**src/rtl/uart_tx_arbiter_if.sv**
```systemverilog
// Requester/PHY bundle of the UART TX arbiter; slave is the arbiter's view, master the environment's.
interface uart_tx_arbiter_if;
  logic         tx_enable_in;
  logic [127:0] req_data1_in;
  logic [127:0] req_data2_in;
  logic [3:0]   req_valid_in;
  logic [3:0]   req_ready_out;
  logic [31:0]  tx_data1_out;
  logic [31:0]  tx_data2_out;
  logic         tx_valid_out;
  logic         tx_ready_in;
  logic [1:0]   tx_src_id_out;
  logic         tx_timeout_out;
  logic [15:0]  sent_cnt_out;

  modport slave (
    input  tx_enable_in, req_data1_in, req_data2_in, req_valid_in, tx_ready_in,
    output req_ready_out, tx_data1_out, tx_data2_out, tx_valid_out,
           tx_src_id_out, tx_timeout_out, sent_cnt_out
  );

  modport master (
    output tx_enable_in, req_data1_in, req_data2_in, req_valid_in, tx_ready_in,
    input  req_ready_out, tx_data1_out, tx_data2_out, tx_valid_out,
           tx_src_id_out, tx_timeout_out, sent_cnt_out
  );
endinterface

```
**src/rtl/uart_tx_arbiter.sv**
```systemverilog
// Round-robin arbiter of 4 requesters onto one UART PHY; grant is combinational, frame presented next cycle.
// Backpressure: frame held until tx_ready_in, or dropped with a timeout pulse after TIMEOUT_CYC cycles.
module uart_tx_arbiter #(
  parameter int REQ_NUM     = 4,
  parameter int TIMEOUT_CYC = 2000000
) (
  input  logic             sys_clk,
  input  logic             reset_n,
  uart_tx_arbiter_if.slave bus
);
  localparam int IDX_W  = $clog2(REQ_NUM);
  localparam int WAIT_W = (TIMEOUT_CYC > 2) ? $clog2(TIMEOUT_CYC) : 1;
  localparam logic [WAIT_W-1:0] WAIT_LAST = WAIT_W'(TIMEOUT_CYC - 1);

  typedef enum logic {IDLE, SEND} state_t;

  state_t            state, state_nxt;
  logic [IDX_W-1:0]  rr_ptr, win_idx, cand, src_id;
  logic              win_found, grant, done, drop;
  logic [WAIT_W-1:0] wait_cnt;
  logic [31:0]       hold1, hold2;
  logic              tmo;
  logic [15:0]       sent_cnt;

  // Descending scan so the candidate closest to rr_ptr is the last one written.
  always_comb begin
    win_found = 1'b0;
    win_idx   = '0;
    cand      = '0;
    for (int k = REQ_NUM - 1; k >= 0; k--) begin
      cand = rr_ptr + IDX_W'(k);
      if (bus.req_valid_in[cand]) begin
        win_found = 1'b1;
        win_idx   = cand;
      end
    end
  end

  always_comb begin
    state_nxt = state;
    grant     = 1'b0;
    done      = 1'b0;
    drop      = 1'b0;
    case (state)
      IDLE: begin
        if (reset_n && bus.tx_enable_in && win_found) begin
          grant     = 1'b1;
          state_nxt = SEND;
        end
      end
      SEND: begin
        if (bus.tx_ready_in) begin
          done      = 1'b1;
          state_nxt = IDLE;
        end else if (wait_cnt == WAIT_LAST) begin
          drop      = 1'b1;
          state_nxt = IDLE;
        end
      end
      default: state_nxt = IDLE;
    endcase
  end

  always_ff @(posedge sys_clk or negedge reset_n) begin
    if (!reset_n) state <= IDLE;
    else          state <= state_nxt;
  end

  always_ff @(posedge sys_clk or negedge reset_n) begin
    if (!reset_n) begin
      rr_ptr   <= '0;
      src_id   <= '0;
      hold1    <= '0;
      hold2    <= '0;
      wait_cnt <= '0;
      tmo      <= 1'b0;
      sent_cnt <= '0;
    end else begin
      tmo <= drop;
      if (grant) begin
        hold1    <= bus.req_data1_in[{win_idx, 5'd0} +: 32];
        hold2    <= bus.req_data2_in[{win_idx, 5'd0} +: 32];
        src_id   <= win_idx;
        wait_cnt <= '0;
      end else if (state == SEND && !bus.tx_ready_in) begin
        wait_cnt <= wait_cnt + WAIT_W'(1);
      end
      if (done) sent_cnt <= sent_cnt + 16'd1;
      // Both completion and drop rotate priority past the owner of the frame.
      if (done || drop) rr_ptr <= src_id + IDX_W'(1);
    end
  end

  assign bus.req_ready_out  = grant ? (REQ_NUM'(1) << win_idx) : '0;
  assign bus.tx_valid_out   = (state == SEND);
  assign bus.tx_data1_out   = hold1;
  assign bus.tx_data2_out   = hold2;
  assign bus.tx_src_id_out  = src_id;
  assign bus.tx_timeout_out = tmo;
  assign bus.sent_cnt_out   = sent_cnt;
endmodule

```
**src/flat_wrapper.sv**
```systemverilog
// flat-port wrapper written by rule: the top's interface ports become plain ports
module uart_tx_arbiter_flat 
#(
  parameter int REQ_NUM     = 4,
  parameter int TIMEOUT_CYC = 2000000
)
  (sys_clk, reset_n, bus_tx_enable_in, bus_req_data1_in, bus_req_data2_in, bus_req_valid_in, bus_tx_ready_in, bus_req_ready_out, bus_tx_data1_out, bus_tx_data2_out, bus_tx_valid_out, bus_tx_src_id_out, bus_tx_timeout_out, bus_sent_cnt_out);
  uart_tx_arbiter_if bus_i ();
  input  logic sys_clk;
  input  logic reset_n;
  input wire logic [$bits(bus_i.tx_enable_in)-1:0] bus_tx_enable_in;
  input wire logic [$bits(bus_i.req_data1_in)-1:0] bus_req_data1_in;
  input wire logic [$bits(bus_i.req_data2_in)-1:0] bus_req_data2_in;
  input wire logic [$bits(bus_i.req_valid_in)-1:0] bus_req_valid_in;
  input wire logic [$bits(bus_i.tx_ready_in)-1:0] bus_tx_ready_in;
  output wire logic [$bits(bus_i.req_ready_out)-1:0] bus_req_ready_out;
  output wire logic [$bits(bus_i.tx_data1_out)-1:0] bus_tx_data1_out;
  output wire logic [$bits(bus_i.tx_data2_out)-1:0] bus_tx_data2_out;
  output wire logic [$bits(bus_i.tx_valid_out)-1:0] bus_tx_valid_out;
  output wire logic [$bits(bus_i.tx_src_id_out)-1:0] bus_tx_src_id_out;
  output wire logic [$bits(bus_i.tx_timeout_out)-1:0] bus_tx_timeout_out;
  output wire logic [$bits(bus_i.sent_cnt_out)-1:0] bus_sent_cnt_out;
  assign bus_i.tx_enable_in = bus_tx_enable_in;
  assign bus_i.req_data1_in = bus_req_data1_in;
  assign bus_i.req_data2_in = bus_req_data2_in;
  assign bus_i.req_valid_in = bus_req_valid_in;
  assign bus_i.tx_ready_in = bus_tx_ready_in;
  assign bus_req_ready_out = bus_i.req_ready_out;
  assign bus_tx_data1_out = bus_i.tx_data1_out;
  assign bus_tx_data2_out = bus_i.tx_data2_out;
  assign bus_tx_valid_out = bus_i.tx_valid_out;
  assign bus_tx_src_id_out = bus_i.tx_src_id_out;
  assign bus_tx_timeout_out = bus_i.tx_timeout_out;
  assign bus_sent_cnt_out = bus_i.sent_cnt_out;
  uart_tx_arbiter #(.REQ_NUM(REQ_NUM), .TIMEOUT_CYC(TIMEOUT_CYC)) u_core (.sys_clk(sys_clk), .reset_n(reset_n), .bus(bus_i));
endmodule
```
**config.mk**
```make
export PLATFORM = sky130hd
export DESIGN_NAME = uart_tx_arbiter_flat
export DESIGN_NICKNAME = d
export VERILOG_FILES = /design/src/rtl/uart_tx_arbiter_if.sv /design/src/rtl/uart_tx_arbiter.sv /design/src/flat_wrapper.sv
export SDC_FILE = /design/constraint.sdc
export NUM_CORES = 1
export LEC_CHECK = 0
export ABC_AREA = 1
export CELL_PAD_IN_SITES_DETAIL_PLACEMENT = 2
export CELL_PAD_IN_SITES_GLOBAL_PLACEMENT = 2
export CORE_ASPECT_RATIO = 0.75
export CORE_MARGIN = 2
export CORE_UTILIZATION = 20
export CTS_BUF_LIST = sky130_fd_sc_hd__clkbuf_16
export CTS_CLUSTER_DIAMETER = 30
export DETAILED_ROUTE_END_ITERATION = 8
export PLACE_DENSITY_LB_ADDON = 0.1
export SLEW_MARGIN = 15
export SYNTH_ARGS = -nofsm -noshare
export SYNTH_HDL_FRONTEND = slang
export SYNTH_SLANG_ARGS = --single-unit
```
**constraint.sdc**
```tcl
create_clock -name sys_clk -period 2.8 [get_ports sys_clk]
set_input_delay 0.56 -clock sys_clk [delete_from_list [all_inputs] [get_ports sys_clk]]
set_output_delay 0.56 -clock sys_clk [all_outputs]
set_load 0.03 [all_outputs]
```
After elaboration in Yosys (flattened, before gate mapping)
Cells that the tools add are included.
Widths: inputs -> output; s select.

operators by class
  add/sub/neg operators = 6
  magnitude comparators = 4
  equal/unequal tests = 1
  shift operators = 3
  multiplexer cells = 29
  bitwise logic cells = 1
  reduce and logical (&&, ||, !) cells = 6

operators by type and width
  cell                   count
  $shiftx 128x8->32      2
  $mux 21                2
  $add 21x1->21 const B  1
  $eq 21x21->1 const B   1
  $mux 1                 17
  $add 16x1->16 const B  1
  $lt 2x3->1 const B     4
  $bmux 1 s2             4
  $mux 2                 4
  $add 2x1->2 const B    2
  $add 2x2->2 const B    2
  $mux 4                 1
  $shl 1x2->4 const A    1
  $logic_and 1x1->1      3
  $pmux 1 s2             1
  $reduce_bool 2->1      1
  $logic_not 1->1        1
  $logic_or 1x1->1       1
  $not 1->1              1

storage, ports and cells
  bits in registers = 107
  bits of input ports = 264
  logic and storage cells = 58

Depth between registers and ports, before layout
  depth after elaboration = 11
  gate-level depth with buffers = 16
  mapped depth without buffers = 14

Worst setup path before layout
Ideal clock, no wire load.

  path kind = input -> output
  from = in bus_req_valid_in[1]
  to = out bus_req_ready_out[0]
  arrival time = 1,910 ps
  data required time = 2,240 ps
  path slack = 330 ps
  stages on the path = 13
  path buffers = 2
  cells stage by stage = inv_1 > nand2_1 > nand3_1 > nand2_1 > inv_1 > nor2_1 > nor2_1 > nand2_2 > nand2_2 > buf_6 > buf_4 > nand2_1 > nor2_1

on the way
  word-level cells in the longest chain between the ends = 10

RTL lines
  element                       RTL line               RTL
  from (decl)                   flat_wrapper.sv:14     input wire logic [$bits(bus_i.req_valid_in)-1:0] bus_req_valid_in;
  $bmux 1 s2                    uart_tx_arbiter.sv:32  if (bus.req_valid_in[cand]) begin
  $mux 1 (not written as such)  uart_tx_arbiter.sv:32
  $mux 1 (4 in series)          uart_tx_arbiter.sv:32
  $logic_and 1x1->1             uart_tx_arbiter.sv:46  if (reset_n && bus.tx_enable_in && win_found) begin
  $mux 1                        uart_tx_arbiter.sv:46
  $mux 1                        uart_tx_arbiter.sv:44  case (state)
  $mux 4 (*)                    uart_tx_arbiter.sv:94  assign bus.req_ready_out = grant ? (REQ_NUM'(1) << win_idx) : '0;
  to (decl)                     flat_wrapper.sv:16     output wire logic [$bits(bus_i.req_ready_out)-1:0] bus_req_ready_out;

Every way passes the cells marked *; elsewhere a longest branch is shown, timed or not. The select of a mux whose other input is x is not followed.

Worst setup path after layout
  from = in bus_req_valid_in[2]
  to = out bus_req_ready_out[1]

Same word-level chain as after synthesis.

==> metrics <==
drt first-iter violations=between 300 and 400; Final Hold Fails=0; status=finished, final reports clean; total power=between 10 and 15 mW; family with the most delay on the worst path=simple AND/OR/NAND/NOR gates; largest net degree at the start of global routing=108; reg-to-reg slack, setup=about 500 ps; total grt overflow=0; Die W=218 µm; Synth Cell Area=between 6000 and 7000 µm²; vias in the first global route=approximately 9,000; Initial Util=approximately a fifth; Setup WS pre-CTS=-56.6 ps; PortBufs=approximately 350; cells after synthesis=between 1,000 and 1,500; Pwr per Cell Area=between 1000 and 1500 nW/µm²; num ports=~350; combinational family with the most area after synthesis=simple AND/OR/NAND/NOR gates; Avg Cell Area, Syn=6.72 µm²; clk_lat worst skew=370 ps; Netlist cell types=26; Chip Height=~160 µm; worst hold path type=primary input to async pin; antenna-violating nets left=0; Final setup viols=0; met3 usage=around 7.1%; nets@finish=about 1,600; mux contribution to synthesized area=0%; synth-to-layout area growth=65.7%; fin crit share=roughly 97%; ys async rst share=between 90% and 100%; clk sinks=roughly 110; Synth Area in XOR/XNOR=2.05%; clock buffer count from CTS=9; layout cells sized above 1=under 10%; P_leak=5.12 nW; final slew viol count=0; Post-Synth Adder-Cell Area=less than 1%; initial antenna violation count=5; Worst Skew=11.3 ps; ys flop type=dfrtp_1; DR WL/cell=slightly above 20 µm; H-tree level count=3; post-synthesis net count=1,286; Yosys top cell area share=39.1%; RSZ-0062 raised after global routing=yes; GRT Overall Usage=between 20% and 30%; CTS tree=done; post-synthesis compound-gate area fraction=about 2.4%; synthesized flop and latch total=between 100 and 150; Final WS setup=84.6 ps; # hold bufs at CTS=0; top post-synthesis cells by area=dfrtp_1 (39%), nand3_1 (25%), nand2_1 (18%); worst vdd ir=between 1 and 1.5 mV; CP arrival=between 2000 and 2500 ps; vias per cell=between 4 and 5; GR peak layer=met2; GP Congestion=approximately 0.77; Synth Area in Simple Gates=between 40% and 50%; slowest library cell on the worst path=clkdlybuf4s50_1; Core Box Area=33,600 µm²; Critical Path Sink Type=output port; Synth area leader=dfrtp_1; Worst-path clk slew=roughly 80 ps; Routed WL=approximately 36 mm; number of remaining DRC errors=0; Slew @ Worst Pin=around 700 ps; Crit path required time=~2200 ps; commonest non-fill, non-tap cell in the layout=clkdlybuf4s50_1; FP Rows=58; first-pass GRT wire length=54.7 mm; Post-synth EDFFs=0; critical path class=primary input to output port; f_max=between 300 and 400 MHz; met2 usage=32.9%; startpoint types=primary input; register area share after synthesis=between 30% and 40%; CTS Root Cell=clkbuf_16; critical-path cell list=clkdlybuf4s50_1 -> nand2_1 -> nand2_2 -> nand2_1 -> nand2_2 -> inv_2 -> nand2_1 -> nand2_2 -> nand2_4 -> nand3_2 -> nor2_4 -> buf_6; most frequent cells in the layout=clkdlybuf4s50_1 (346), nand3_1 (338), nand2_1 (326); Die ar.=between 30,000 and 40,000 µm²; total number of vias=8,309; Bufs and invs on worst path=3; Final min period=about 2700 ps; Worst Path Max Fanout=4; met1 track demand over resource=25.5%; Max Cap Violations=0; post-layout util=between 30% and 40%; Pre-antenna DRT Iters=4; CTS Buffer Depth=2; post-DP HPWL=27.0 mm; Slew HR=between 50 and 60%; Crit path largest cell delay=between 400 and 500 ps; Yosys warnings=0
-- synthesized netlist by cell type (2+ instances only) --
master and n:
a211oi_1 3, buf_6 3, nand3_1 342, xor2_1 7, nand2_2 3, dfrtp_1 107, nand4_1 12, o21ai_0 13
nor3_1 9, nor2_1 35, and3_1 3, xnor2_1 9, clkbuf_1 21, inv_2 3, buf_1 6, ha_1 2
nor4_1 2, inv_1 45, nand2_1 336, buf_2 33, buf_4 10, a21oi_1 12
-- layer usage --
layer  part of all wire, %  wire length, µm
met3                   8.0             2880
met2                    46            16600
met4                   1.2              432
met5                  0.14               52
met1                    45            16200
-- cell families after synthesis --
kind of cell	Yosys count
fa+ha+maj	2
compound gates	30
buf+inv	121
simple gates	744
xor+xnor	16
flops	107
-- area by class of cell --
type / instances / area [µm²]
inverters: 48 / 185
multi-input cells: 792 / 3710
clock inverters: 7 / 100
clock buffers: 9 / 225
flip-flops and latches: 107 / 2680
diodes: 1 / 2.50
well taps: 450 / 563
repair buffers: 388 / 3890
fillers: 3915 / 22200
-- final timing paths --
check	endpoint	cells past startpoint	startpoint
min in group sys_clk	u_core.bus.tx_data1_out[10]	2	u_core.bus.tx_data1_out[10]
worst min-delay path	u_core.bus.tx_data1_out[15]	2	reset_n
worst max register to register	u_core.bus.tx_data1_out[26]	15	u_core.rr_ptr[0]
max in group asynchronous	u_core.bus.sent_cnt_out[14]	2	reset_n
worst max-delay path	bus_req_ready_out[1]	12	bus_req_valid_in[2]
worst min register to register	u_core.bus.tx_data1_out[10]	2	u_core.bus.tx_data1_out[10]
-- worst reg2reg max path, stage by stage (launching register included) --
cell and delay [ps]:
dfrtp_2 480, inv_4 140, nand2_1 60, nand2_1 90, nand2_1 100, nand2_2 100
inv_2 50, nand2_1 90, nand2_2 70, nand2_4 130, buf_4 140, buf_12 240
nand3_1 210, nand3_1 130, nand3_1 130, nand2_1 90
-- stage by stage --
step           instance area [µm²]  setup TNS (ps)  hold slack, ps  instances
2_1_floorplan                 6850               0             264       1020
3_3_place_gp                 10900               0             462       1780
3_5_place_dp                 10900            -105             469       1780
4_1_cts                      11200           -37.3             366       1796
5_1_grt                      11400           -76.3             354       1801
6_report                     11400               0             305       1802
-- sequential cells by signal, summed over array words and instances (netlist names) --
name	count
u_core.bus.tx_data1_out	32
u_core.bus.tx_data2_out	32
u_core.wait_cnt	21
u_core.bus.sent_cnt_out	16
u_core.bus.tx_src_id_out	2
u_core.rr_ptr	2
u_core.bus.tx_timeout_out	1
u_core.bus.tx_valid_out	1
-- report_power, final --
part           total, mW  switching (mW)  internal, mW
logic               9.94            6.46          3.48
registers           2.45           0.364          2.08
clock network       1.47           0.672         0.795
total               13.8            7.49          6.36
-- repair_timing --
| action | 4_1_cts | 5_1_grt |
|---|---|---|
| resized for setup | 4 | 22 |
| endpoints found under the setup margin | 4 | 4 |
| hold endpoints to repair | 0 | 0 |
| pin swaps | 0 | 4 |
| setup buffers | 0 | 5 |
No activity file was read; power rests on OpenSTA's default activity.
